<file path="config.mk">
export PLATFORM = sky130hd
export DESIGN_NAME = parity_fifo32
export DESIGN_NICKNAME = d
export VERILOG_FILES = /design/src/rtl/parity_pkg.sv /design/src/rtl/par_gen_odd32.sv /design/src/rtl/parity_fifo32.sv
export SDC_FILE = /design/constraint.sdc
export NUM_CORES = 1
export LEC_CHECK = 0
export CORE_ASPECT_RATIO = 1.5
export CORE_MARGIN = 2
export CORE_UTILIZATION = 59
export DETAILED_ROUTE_END_ITERATION = 16
export GPL_ROUTABILITY_DRIVEN = 0
export PLACE_DENSITY_LB_ADDON = 0.15
export SLEW_MARGIN = 20
export SYNTH_ARGS = -nofsm -noshare
export SYNTH_HDL_FRONTEND = slang
export SYNTH_SLANG_ARGS = --single-unit
</file>
<file path="constraint.sdc">
create_clock -name clk -period 6 [get_ports clk]
set_input_delay 1.2 -clock clk [delete_from_list [all_inputs] [get_ports clk]]
set_output_delay 1.2 -clock clk [all_outputs]
set_load 0.05 [all_outputs]
</file>
<file path="src/rtl/parity_pkg.sv">
// Shared types and parity helper for the parity-protected 32-bit FIFO.
package parity_pkg;

  localparam int WORD_W = 32;

  typedef struct packed {
    logic              par;
    logic [WORD_W-1:0] data;
  } par_word_t;

  // Odd parity: data plus the returned bit always holds an odd number of ones.
  function automatic logic odd_par(input logic [WORD_W-1:0] word);
    return ~^word;
  endfunction

endpackage

</file>
<file path="src/rtl/par_gen_odd32.sv">
// Combinational odd-parity generator; used at the write port and as the read-side checker.
module par_gen_odd32
  import parity_pkg::*;
(
  input  logic [WORD_W-1:0] data_i,
  output logic              par_o
);

  assign par_o = odd_par(data_i);

endmodule

</file>
<file path="src/rtl/parity_fifo32.sv">
// Parity-protected first-word-fall-through FIFO with sticky/saturating error accounting.
// Define PARITY_FIFO32_ERR_INJECT_EN to add the err_inject port (stored parity inversion on push).
module parity_fifo32
  import parity_pkg::*;
#(
  parameter  int DEPTH  = 8,
  parameter  int ECNT_W = 8,
  localparam int AW     = $clog2(DEPTH)
) (
  input  logic              clk,
  input  logic              rst_n,
  input  logic              wr_valid,
  input  logic [WORD_W-1:0] wr_data,
  output logic              wr_ready,
`ifdef PARITY_FIFO32_ERR_INJECT_EN
  input  logic              err_inject,
`endif
  output logic              rd_valid,
  output logic [WORD_W-1:0] rd_data,
  output logic              rd_parity,
  input  logic              rd_ready,
  output logic              rd_perr,
  output logic              err_sticky,
  output logic [ECNT_W-1:0] err_cnt,
  input  logic              err_clr,
  output logic [AW:0]       count
);

  localparam logic [AW:0] FULL_CNT = (AW+1)'(DEPTH);

  par_word_t         mem_q [DEPTH];
  logic [AW-1:0]     wr_ptr_q, wr_ptr_d;
  logic [AW-1:0]     rd_ptr_q, rd_ptr_d;
  logic [AW:0]       count_q, count_d;
  logic              err_sticky_q, err_sticky_d;
  logic [ECNT_W-1:0] err_cnt_q, err_cnt_d;

  logic      push_s, pop_s;
  logic      wr_par_s, chk_par_s;
  par_word_t wr_entry_s, head_s;

  assign wr_ready = (count_q != FULL_CNT);
  assign rd_valid = (count_q != '0);
  assign push_s   = wr_valid & wr_ready;
  assign pop_s    = rd_valid & rd_ready;

  par_gen_odd32 u_wr_gen (
    .data_i (wr_data),
    .par_o  (wr_par_s)
  );

`ifdef PARITY_FIFO32_ERR_INJECT_EN
  assign wr_entry_s.par = wr_par_s ^ err_inject;
`else
  assign wr_entry_s.par = wr_par_s;
`endif
  assign wr_entry_s.data = wr_data;

  assign head_s = mem_q[rd_ptr_q];

  // The same generator recomputes parity of the head word; a mismatch is an even ones-count.
  par_gen_odd32 u_rd_chk (
    .data_i (head_s.data),
    .par_o  (chk_par_s)
  );

  assign rd_data   = rd_valid ? head_s.data : '0;
  assign rd_parity = rd_valid ? head_s.par  : 1'b0;
  assign rd_perr   = rd_valid & (head_s.par != chk_par_s);

  assign err_sticky = err_sticky_q;
  assign err_cnt    = err_cnt_q;
  assign count      = count_q;

  // Storage array is intentionally left unreset.
  always_ff @(posedge clk) begin
    if (push_s) begin
      mem_q[wr_ptr_q] <= wr_entry_s;
    end
  end

  // Next-state for pointers, occupancy and error accounting.
  always_comb begin
    wr_ptr_d     = wr_ptr_q;
    rd_ptr_d     = rd_ptr_q;
    count_d      = count_q;
    err_sticky_d = err_sticky_q;
    err_cnt_d    = err_cnt_q;

    if (push_s) begin
      wr_ptr_d = wr_ptr_q + 1'b1;
    end else begin
      wr_ptr_d = wr_ptr_q;
    end

    if (pop_s) begin
      rd_ptr_d = rd_ptr_q + 1'b1;
    end else begin
      rd_ptr_d = rd_ptr_q;
    end

    case ({push_s, pop_s})
      2'b10:   count_d = count_q + 1'b1;
      2'b01:   count_d = count_q - 1'b1;
      default: count_d = count_q;
    endcase

    // Clear wins over an error event in the same cycle.
    if (err_clr) begin
      err_sticky_d = 1'b0;
      err_cnt_d    = '0;
    end else if (pop_s && rd_perr) begin
      err_sticky_d = 1'b1;
      if (err_cnt_q != '1) begin
        err_cnt_d = err_cnt_q + 1'b1;
      end else begin
        err_cnt_d = err_cnt_q;
      end
    end else begin
      err_sticky_d = err_sticky_q;
      err_cnt_d    = err_cnt_q;
    end
  end

  // State registers.
  always_ff @(posedge clk or negedge rst_n) begin
    if (!rst_n) begin
      wr_ptr_q     <= '0;
      rd_ptr_q     <= '0;
      count_q      <= '0;
      err_sticky_q <= 1'b0;
      err_cnt_q    <= '0;
    end else begin
      wr_ptr_q     <= wr_ptr_d;
      rd_ptr_q     <= rd_ptr_d;
      count_q      <= count_d;
      err_sticky_q <= err_sticky_d;
      err_cnt_q    <= err_cnt_d;
    end
  end

endmodule
</file>
# Word level (Yosys, flattened, before mapping)
# Memory sizes are Yosys's and may differ from the RTL's.
# Index checks and enable logic that the tools add are counted.
# Widths: inputs -> output; s select.
# op_classes
n_addsub	5
n_eq_ne	5
n_mux	10
bitwise	3
reduce_logical	8
# op_table
op	count
$reduce_xnor 32->1	2
$mux 32	1
$mux 8	3
$add 8x1->8 const B	1
$ne 8x8->1 const B	1
$pmux 4 s2	1
$add 3x1->3 const B	2
$reduce_bool 2->1	3
$mux 1	5
$add 4x1->4 const B	1
$ne 4x4->1 const B	1
$reduce_bool 4->1	1
$sub 4x1->4 const B	1
$and 1x1->1	3
$eq 2x1->1 const B	1
$eq 2x2->1 const B	1
$reduce_and 2->1	1
$logic_and 1x1->1	1
$ne 1x1->1	1
# word_totals
ff_bits	19
ram_bits	264
input_bits	37
out_inout_bits	49
elab_cells	37
n_memories	1
# mem_list
memory	depth	word_bits	rd	rd_ports_with_merged_regs	write_ports	line	source
mem_q	8	33	1	0	1	parity_fifo32.sv:31	par_word_t mem_q [DEPTH];

# Longest topological paths before layout
# Gate-level depths: netlist of the first run.
# An unclocked memory read counts as a cell.
# depth
depth_word	7
ltp_mapped	13
mapped_depth_nobuf	11

# Modules after synthesis
# From an unflattened synthesis of the first run, not the netlist that was laid out.
# unflattened
hier_cells	592
hier_area_um2	11732.5
# by_module_without_submodules
module	n_inst	cells_each	area_each_um2	seq_area_each_um2
parity_fifo32	1	530	11189.5	8403.1
par_gen_odd32	2	31	271.5	0.0

# Worst setup path after synthesis of the first run
# Ideal clock, no wire load.
# synth_timing
path_type	reg-to-reg
from	register count_q[0] (netlist: count[0])
to	memory mem_q[0][0] in the netlist's numbering, enable pin
setup_ns	0.506
arrival_time_ns	4.677
required_time_ns	5.494
path_slack_ns	0.817
stages_incl_launch_ff	5
n_path_buf	0
period_less_slack_ns	5.183
cell_sequence	dfrtp_1 > nor3_1 > nand2_1 > nand2_1 > nor4_1
# synth_via
elab_chain_cells	4
# synth_lines
element	line	source
start: declaration	parity_fifo32.sv:34	logic [AW:0] count_q, count_d;
start signal: assignment	parity_fifo32.sv:136	count_q <= count_d;
$ne 4x4->1	parity_fifo32.sv:42	assign wr_ready = (count_q != FULL_CNT);
named net wr_ready	parity_fifo32.sv:14	output logic wr_ready,
$and 1x1->1	parity_fifo32.sv:44	assign push_s = wr_valid & wr_ready;
$mux 1	parity_fifo32.sv:77	if (push_s) begin
$mux 1 (not written as such)	parity_fifo32.sv:78	mem_q[wr_ptr_q] <= wr_entry_s;
end: declaration	parity_fifo32.sv:31	
# The timed path passes the listed nets, and every way through them passes these cells.

# Worst setup path after layout of the first run
# layout_timing
from	register rd_ptr_q[1]
to	output port rd_perr
# layout_via
elab_chain_cells	4
# layout_lines
element	line	source
start: declaration	parity_fifo32.sv:33	logic [AW-1:0] rd_ptr_q, rd_ptr_d;
start signal: assignment	parity_fifo32.sv:135	rd_ptr_q <= rd_ptr_d;
$mem_v2 8x33 *	--	
$reduce_xnor 32->1	parity_pkg.sv:13	return ~^word;
$ne 1x1->1 *	parity_fifo32.sv:69	assign rd_perr = rd_valid & (head_s.par != chk_par_s);
$and 1x1->1 *	parity_fifo32.sv:69	
end: declaration	parity_fifo32.sv:22	output logic rd_perr,
# Every way passes the cells marked *; elsewhere a longest branch is shown, timed or not.

==> flow_metrics.py, run 1 <==
metrics = {
    "yosys": {
        "seq_area_frac_synth_pct": 65.5,
        "synth_cells": 733,
        "ys_types": 43,
        "ys_warn_count": 0,
        "ys_async_sr_fraction_pct": 6.71,
        "syn-cell-area_sq_um": 12800,
        "synth_top_area_cell": "edfxtp_1",
        "synthTopCellsByCount": "edfxtp_1 (264), mux2i_1 (74), mux4_2 (64), xnor2_1 (64), xor2_1 (61)",
        "ys.flop_type": "edfxtp_1",
        "netlist_top_cells_area": "edfxtp_1 (62%), mux4_2 (11%), mux2i_1 (5.8%), xnor2_1 (4.4%), xor2_1 (4.2%)",
        "synth_seq_cells": 283,
        "avgSynthCellArea_sq_um": 17.5,
        "yosysTopAreaCellShare_pct": 61.8,
        "synth_edf_count": 264,
        "syn_nets": 777,
        "synth.most_common_cell": "edfxtp_1",
    },
    "route": {
        "via_per_inst": 6.04,
        "dr_total_vias": 6840,
        "dr.pass1.iters": 5,
        "remaining_drc_errors": 0,
        "totalWireLength_mm": 26.8,
        "drtIter0Drc": 446,
        "final_antenna_net_count": 0,
        "wl_per_cell_microns": 23.7,
    },
    "die": {
        "num_rows": 66,
        "die_x_microns": 124,
        "die_h_microns": 185,
        "core_sq_um": 21600,
        "initial_core_util_pct": 59.6,
        "die_area_sq_um": 23000,
        "boundaryPins": 86,
    },
    "clocking": {
        "numCtsBuffers": 26,
        "cts_max_path_buffers": 3,
        "cts_tree": "done",
        "path_clk_slew_ns": 0.07,
        "htreeDepth": 1,
        "cts_sinks": 283,
        "cts_hold_buf": 0,
        "insertion_delay_ns": 0.53,
        "cts_root_buf": "clkbuf_16",
        "cts_resized": 0,
    },
    "global_routing": {
        "grt_use_met1_pct": 28.2,
        "grt_start_max_net_pins": 47,
        "met2_usage_pct": 43.0,
        "grt_pass1_wl_mm": 40.7,
        "globalRouteMet3Util_pct": 2.90,
        "gr-total-overflow": 0,
        "grt_busiest_layer": "met2",
        "gr-usage-all-layers_pct": 23.3,
        "grt_pass1_vias": 7319,
        "antenna_found_initial": 0,
    },
    "worst_setup_path": {
        "slowest_stage": "clkdlybuf4s50_1",
        "crit_fanout": 26,
        "crit_path_end_kind": "output port",
        "reg2reg_to": "err_cnt[4]$_DFFE_PN0P_",
        "worst_setup_path_start_kind": "flip-flop",
        "critical_path_class": "flip-flop to output port",
        "slowest_delay_ns": 0.81,
        "cpMostUsedCell": "xnor2_1",
        "regToRegSetupSlack_ns": 2.12,
        "cp_top_family": "XOR/XNOR gates",
        "crit_chain": "buf_12 > mux4_2 > mux2i_1 > xnor2_1 > xnor2_1 > xnor2_1 > xnor2_1 > xor3_1 > nor2_1 > clkdlybuf4s50_1",
        "cp.required_ns": 4.80,
        "rr_startpoint": "rd_ptr_q[1]$_DFFE_PN0P_",
        "crit_buf_inv": 2,
        "rr_worst_depth": 10,
        "arrival_ns": 4.57,
    },
    "placement": {
        "portBuffers": 85,
        "dp_hpwl_mm": 16.5,
    },
    "hold_path": {
        "hold_path_class": "flip-flop to flip-flop",
        "min_path_cells": 1,
        "hold_path.startpoint": "err_sticky$_DFFE_PN0P_",
        "hold_end": "err_sticky$_DFFE_PN0P_",
    },
    "outcome": {
        "status": "completed",
    },
    "sta": {
        "finalHoldViolCount": 0,
        "tns_ns": 0,
        "setup_violations": 0,
        "period_needed_ns": 5.77,
        "slew_headroom_pct": 43.1,
        "drv_slew": 0,
        "rsz0062_at_grt": "false",
        "worst_pin_slew_ns": 0.851,
        "skew_ns": 0.0115,
        "fmax_mhz": 173,
        "finalCritPeriodShare_pct": 96.2,
    },
    "final_layout": {
        "layout-drive-gt1-share_pct": 16.9,
        "layout.nets": 885,
        "syn_to_final_growth_pct": 16.8,
        "antenna_cells": 0,
        "fillers": 1365,
    },
    "job": {
        "cap_violations": 0,
    },
}
==> stage by stage <==
stage          area [sq um]  std cells  setup slack (ns)  utilization, %  hold WS, ns
3_3_place_gp          14100       1083             0.675            65.3        0.478
2_1_floorplan         12800        733             0.817               -        0.526
5_1_grt               15000       1132            0.0310            69.5        0.551
4_1_cts               15000       1130            0.0114            69.4        0.518
6_report              15000       1132             0.230            69.5        0.511
3_5_place_dp          14100       1083             0.585            65.3        0.482
==> per-layer routing <==
layer | part of all wire (%) | wire, microns
met5 | 0 | 0
met4 | 3.2 | 858
met3 | 4.9 | 1320
met2 | 54 | 14600
met1 | 38 | 10100
==> flip-flops by register name (all words and copies together), names as in the netlist <==
signal / flops
mem_q: 264
err_cnt: 8
count: 4
rd_ptr_q: 3
wr_ptr_q: 3
err_sticky: 1
==> cells by family after synthesis <==
| group | after synthesis | share of synthesized area, % |
|---|---|---|
| compound gates | 38 | 1.87 |
| xor+xnor | 129 | 9.24 |
| fa+ha+maj | 7 | 0.741 |
| buf+inv | 38 | 1.94 |
| flops | 283 | 65.5 |
| mux | 140 | 17.3 |
| simple gates | 98 | 3.46 |
==> worst max path at each step <==
stage	from	endpoint	slack (ns)	depth (start not counted)
floorplan	count[0]$_DFFE_PN0P_	mem_q[0][0]$_DFFE_PP_	0.82	4
global placement	rd_ptr_q[2]$_DFFE_PN0P_	rd_perr	0.68	10
detailed placement	rd_ptr_q[2]$_DFFE_PN0P_	rd_perr	0.59	10
CTS	rd_ptr_q[2]$_DFFE_PN0P_	rd_perr	0.01	10
global route	rd_ptr_q[1]$_DFFE_PN0P_	rd_perr	0.03	10
finish	rd_ptr_q[1]$_DFFE_PN0P_	rd_perr	0.23	10
==> cell usage in the layout (no fill, tap or decap), types with 16 or more instances in the layout <==
cell / instances
buf_4: 22
clkbuf_16: 27
clkdlybuf4s50_1: 85
dfrtp_1: 16
edfxtp_1: 264
mux2i_1: 74
mux4_2: 64
nor2_1: 47
xnor2_1: 64
xor2_1: 61
==> what timing repair did <==
item                                   CTS  global route
setup endpoints to repair                0             1
endpoints found under the hold margin    0             0
buffers inserted                         0             2
==> layout make-up <==
cell class | instances | area [sq um] | area share, %
Inverter | 7 | 26.3 | 0.175
Timing Repair Buffer | 111 | 1090 | 7.28
Multi-Input combinational cell | 412 | 4240 | 28.3
Clock buffer | 32 | 694 | 4.63
Sequential cell | 283 | 8410 | 56.1
Clock inverter | 15 | 183 | 1.22
Tap cell | 272 | 340 | 2.27
Power of run 1 is left out: the tool's default activity adds up to more than one toggle a clock period on the data nets, which glitch-free logic cannot reach.
==> run 2: changes to the inputs <==
--- a/config.mk
+++ b/config.mk
@@ -10,7 +10,8 @@
 export CORE_UTILIZATION = 59
 export DETAILED_ROUTE_END_ITERATION = 16
 export GPL_ROUTABILITY_DRIVEN = 0
-export PLACE_DENSITY_LB_ADDON = 0.15
+export HOLD_SLACK_MARGIN = 0.05
+export PLACE_DENSITY = 0.87
 export SLEW_MARGIN = 20
 export SYNTH_ARGS = -nofsm -noshare
 export SYNTH_HDL_FRONTEND = slang
==> flow_metrics.py, run 2 (synthesized netlist as in run 1, its figures left out) <==
metrics = {
    "outcome": {
        "status": "completed",
    },
    "global_routing": {
        "antenna_found_initial": 0,
        "gr-usage-all-layers_pct": 22.7,
        "grt_pass1_vias": 7257,
        "gr-total-overflow": 0,
        "grt_start_max_net_pins": 48,
        "grt_pass1_wl_mm": 40.0,
    },
    "worst_setup_path": {
        "rr_startpoint": "rd_ptr_q[2]$_DFFE_PN0P_",
        "rr_worst_depth": 10,
        "cpMostUsedCell": "xnor2_1",
        "crit_fanout": 47,
        "regToRegSetupSlack_ns": 2.06,
        "reg2reg_to": "err_cnt[5]$_DFFE_PN0P_",
        "slowest_delay_ns": 0.81,
        "cp.required_ns": 4.80,
        "crit_chain": "buf_12 > mux4_2 > mux2i_1 > xnor2_1 > xnor2_1 > xnor2_1 > xnor2_1 > xor3_1 > nor2_1 > clkdlybuf4s50_1",
        "crit_buf_inv": 2,
        "crit_path_end_kind": "output port",
        "critical_path_class": "flip-flop to output port",
        "worst_setup_path_start_kind": "flip-flop",
        "arrival_ns": 4.60,
        "slowest_stage": "clkdlybuf4s50_1",
        "cp_top_family": "XOR/XNOR gates",
    },
    "sta": {
        "fmax_mhz": 173,
        "slew_headroom_pct": 37.1,
        "finalCritPeriodShare_pct": 96.6,
        "tns_ns": 0,
        "drv_slew": 0,
        "worst_pin_slew_ns": 0.940,
        "skew_ns": 0.0108,
        "finalHoldViolCount": 0,
        "setup_violations": 0,
        "hold_ws_ns": 0.507,
        "rsz0062_at_grt": "false",
        "period_needed_ns": 5.80,
    },
    "clocking": {
        "cts_tree": "done",
        "insertion_delay_ns": 0.52,
        "cts_max_path_buffers": 3,
        "cts_root_buf": "clkbuf_16",
        "cts_hold_buf": 0,
        "cts_sinks": 283,
        "path_clk_slew_ns": 0.07,
        "numCtsBuffers": 25,
        "htreeDepth": 1,
    },
    "final_layout": {
        "postLayoutCellArea_sq_um": 14900,
        "final_cell_mix": "edfxtp_1 (264), clkdlybuf4s50_1 (85), mux2i_1 (74)",
        "layout.nets": 880,
        "fillers": 1326,
        "antenna_cells": 0,
        "multiInputGateArea_sq_um": 4250,
        "postLayoutCoreUtil_pct": 69.3,
        "layout-drive-gt1-share_pct": 16.0,
        "largest_reg_flops": 264,
        "syn_to_final_growth_pct": 16.3,
        "final_common_cell": "edfxtp_1",
        "regArea_sq_um": 8410,
        "regMostFlops": "mem_q",
    },
    "hold_path": {
        "hold_path_class": "flip-flop to flip-flop",
        "hold_end": "err_sticky$_DFFE_PN0P_",
        "hold_path.startpoint": "err_sticky$_DFFE_PN0P_",
        "min_path_cells": 1,
    },
    "route": {
        "remaining_drc_errors": 0,
        "drtIter0Drc": 585,
        "final_antenna_net_count": 0,
        "via_per_inst": 6.13,
        "dr_total_vias": 6899,
        "dr.pass1.iters": 5,
        "wl_per_cell_microns": 23.5,
        "totalWireLength_mm": 26.4,
    },
    "die": {
        "num_rows": 66,
        "die_x_microns": 124,
        "boundaryPins": 86,
        "core_sq_um": 21600,
        "die_h_microns": 185,
        "initial_core_util_pct": 59.6,
        "die_area_sq_um": 23000,
    },
    "job": {
        "cap_violations": 0,
    },
    "placement": {
        "dp_hpwl_mm": 16.6,
        "place_area_sq_um": 14000,
        "portBuffers": 85,
    },
}
## run 2: worst register-to-register path: stages, from the launching register on
cell and delay [ns]:
dfrtp_4 0.65, buf_12 0.31, mux4_2 0.41, mux2i_1 0.29, xnor2_1 0.13, xnor2_1 0.40, xnor2_1 0.18, xnor2_1 0.28
xor3_1 0.46, or4_1 0.57, a21oi_1 0.17
## run 2: worst max-delay path by stage
stage / startpoint / end / slack [ns] / cells after the start
after floorplan: count[0]$_DFFE_PN0P_ / mem_q[0][0]$_DFFE_PP_ / 0.82 / 4
after global placement: rd_ptr_q[1]$_DFFE_PN0P_ / rd_perr / 0.75 / 9
after detailed placement: rd_ptr_q[1]$_DFFE_PN0P_ / rd_perr / 0.69 / 9
after CTS: rd_ptr_q[1]$_DFFE_PN0P_ / rd_perr / 0.04 / 9
after global routing: rd_ptr_q[2]$_DFFE_PN0P_ / rd_perr / 0.04 / 10
final: rd_ptr_q[2]$_DFFE_PN0P_ / rd_perr / 0.20 / 10
## run 2: final cells by class
type	count	area share (%)
flip-flops and latches	283	56.4
clock buffers	28	4.27
clock inverters	17	1.40
well taps	272	2.28
repair buffers	107	7.02
inverters	7	0.176
multi-input cells	412	28.5
## run 2: metrics by stage
stage,std cells,setup slack (ns)
6_report,1126,0.203
5_1_grt,1126,0.0350
4_1_cts,1124,0.0360
3_5_place_dp,1079,0.685
3_3_place_gp,1079,0.747
2_1_floorplan,733,0.817
## run 2: repair_timing
item,4_1_cts,5_1_grt
setup buffers,0,2
resized for setup,0,0
endpoints found under the setup margin,0,1
## run 2: routing by layer
metal	track usage [%]	share of wire, %
met5	0	0
met4	8.54	3.7
met3	2.70	4.2
met2	42.9	55
met1	26.6	37
Power of run 2 is left out for the same reason.
==> run 3: changes to the inputs <==
--- a/config.mk
+++ b/config.mk
@@ -7,11 +7,11 @@
 export LEC_CHECK = 0
 export CORE_ASPECT_RATIO = 1.5
 export CORE_MARGIN = 2
-export CORE_UTILIZATION = 59
+export CORE_UTILIZATION = 25
 export DETAILED_ROUTE_END_ITERATION = 16
 export GPL_ROUTABILITY_DRIVEN = 0
 export HOLD_SLACK_MARGIN = 0.05
-export PLACE_DENSITY = 0.87
+export PLACE_DENSITY = 0.47
 export SLEW_MARGIN = 20
 export SYNTH_ARGS = -nofsm -noshare
 export SYNTH_HDL_FRONTEND = slang
==> flow_metrics.py, run 3 (synthesized netlist as in run 1, its figures left out) <==
metrics = {
    "outcome": {
        "status": "completed",
    },
    "route": {
        "remaining_drc_errors": 0,
        "drtIter0Drc": 432,
        "dr.pass1.iters": 4,
        "wl_per_cell_microns": 21.2,
        "final_antenna_net_count": 0,
        "via_per_inst": 4.39,
        "dr_total_vias": 6683,
        "totalWireLength_mm": 32.3,
    },
    "final_layout": {
        "layout-drive-gt1-share_pct": 16.2,
        "antenna_cells": 0,
        "postLayoutCoreUtil_pct": 30.4,
        "regMostFlops": "mem_q",
        "final_common_cell": "edfxtp_1",
        "final_cell_mix": "edfxtp_1 (264), clkdlybuf4s50_1 (84), mux2i_1 (74)",
        "largest_reg_flops": 264,
        "fillers": 4927,
        "layout.nets": 879,
        "syn_to_final_growth_pct": 19.9,
    },
    "clocking": {
        "cts_hold_buf": 0,
        "cts_root_buf": "clkbuf_16",
        "htreeDepth": 1,
        "cts_resized": 0,
        "post_cts_buffers": 0,
        "insertion_delay_ns": 0.56,
        "cts_max_path_buffers": 3,
        "numCtsBuffers": 26,
        "cts_sinks": 283,
        "cts_tree": "done",
        "path_clk_slew_ns": 0.07,
    },
    "worst_setup_path": {
        "critical_path_class": "flip-flop to output port",
        "slowest_delay_ns": 1.02,
        "regToRegSetupSlack_ns": 1.80,
        "cp_top_family": "XOR/XNOR gates",
        "crit_fanout": 53,
        "rr_worst_depth": 9,
        "rr_startpoint": "rd_ptr_q[1]$_DFFE_PN0P_",
        "worst_setup_path_start_kind": "flip-flop",
        "arrival_ns": 4.42,
        "crit_path_end_kind": "output port",
        "crit_buf_inv": 1,
        "cpMostUsedCell": "xnor2_1",
        "cp.depth": 9,
        "cp.required_ns": 4.80,
        "reg2reg_to": "err_cnt[5]$_DFFE_PN0P_",
        "slowest_stage": "dfrtp_4",
        "crit_chain": "mux4_2 > mux2i_1 > xnor2_1 > xnor2_1 > xnor2_1 > xnor2_1 > xor3_1 > nor2_1 > buf_4",
    },
    "placement": {
        "dp_hpwl_mm": 20.9,
        "portBuffers": 85,
    },
    "sta": {
        "drv_slew": 0,
        "worst_pin_slew_ns": 1.01,
        "finalCritPeriodShare_pct": 93.7,
        "period_needed_ns": 5.62,
        "skew_ns": 0.0170,
        "finalHoldViolCount": 0,
        "rsz0062_at_grt": "false",
        "fmax_mhz": 178,
        "slew_headroom_pct": 32.6,
        "setup_violations": 0,
        "tns_ns": 0,
    },
    "global_routing": {
        "grt_pass1_wl_mm": 47.0,
        "gr-usage-all-layers_pct": 12.0,
        "grt_start_max_net_pins": 54,
        "grt_pass1_vias": 7255,
        "gr-total-overflow": 0,
        "antenna_found_initial": 1,
    },
    "die": {
        "num_rows": 101,
        "core_sq_um": 50700,
        "die_x_microns": 189,
        "die_h_microns": 282,
        "boundaryPins": 86,
        "initial_core_util_pct": 25.3,
        "die_area_sq_um": 53200,
    },
    "job": {
        "cap_violations": 0,
    },
    "hold_path": {
        "hold_end": "count[3]$_DFFE_PN0P_",
        "hold_path.startpoint": "count[3]$_DFFE_PN0P_",
        "hold_path_class": "flip-flop to flip-flop",
        "min_path_cells": 1,
    },
}
[run 3: layout make-up]
cell class | instances | area [sq um] | share of cell area [%]
clock buffer | 28 | 658 | 4.28
sequential | 283 | 8410 | 54.7
multi-input combinational | 412 | 4240 | 27.6
tap | 669 | 837 | 5.44
clock inverter | 17 | 201 | 1.31
timing repair buffer | 105 | 1010 | 6.57
inverter | 7 | 26.3 | 0.171
[run 3: metrics by stage]
step / area (sq um) / hold slack [ns] / instances / worst slack (ns)
floorplan: 12800 / 0.526 / 733 / 0.817
global placement: 14500 / 0.524 / 1475 / 0.830
detailed placement: 14500 / 0.526 / 1475 / 0.811
CTS: 15400 / 0.548 / 1520 / 0.198
global route: 15400 / 0.577 / 1521 / 0.0879
finish: 15400 / 0.550 / 1521 / 0.376
[run 3: layer usage]
| metal | track usage, % | up-vias | part of all wire [%] |
|---|---|---|---|
| met2 | 24.1 | 102 | 57 |
| met3 | 1.77 | 32 | 3.3 |
| met1 | 12.8 | 3505 | 38 |
| met5 | 0 | - | 0.040 |
| li1 | - | 3042 | - |
| met4 | 3.21 | 2 | 1.7 |
[run 3: worst max path at each step]
stage	startpoint	endpoint	slack, ns
2_1_floorplan	count[0]$_DFFE_PN0P_	mem_q[0][0]$_DFFE_PP_	0.82
3_3_place_gp	rd_ptr_q[2]$_DFFE_PN0P_	rd_perr	0.83
3_5_place_dp	rd_ptr_q[2]$_DFFE_PN0P_	rd_perr	0.81
4_1_cts	rd_ptr_q[2]$_DFFE_PN0P_	rd_perr	0.20
5_1_grt	rd_ptr_q[1]$_DFFE_PN0P_	rd_perr	0.09
6_report	rd_ptr_q[1]$_DFFE_PN0P_	rd_perr	0.38
Power of run 3 is left out for the same reason.
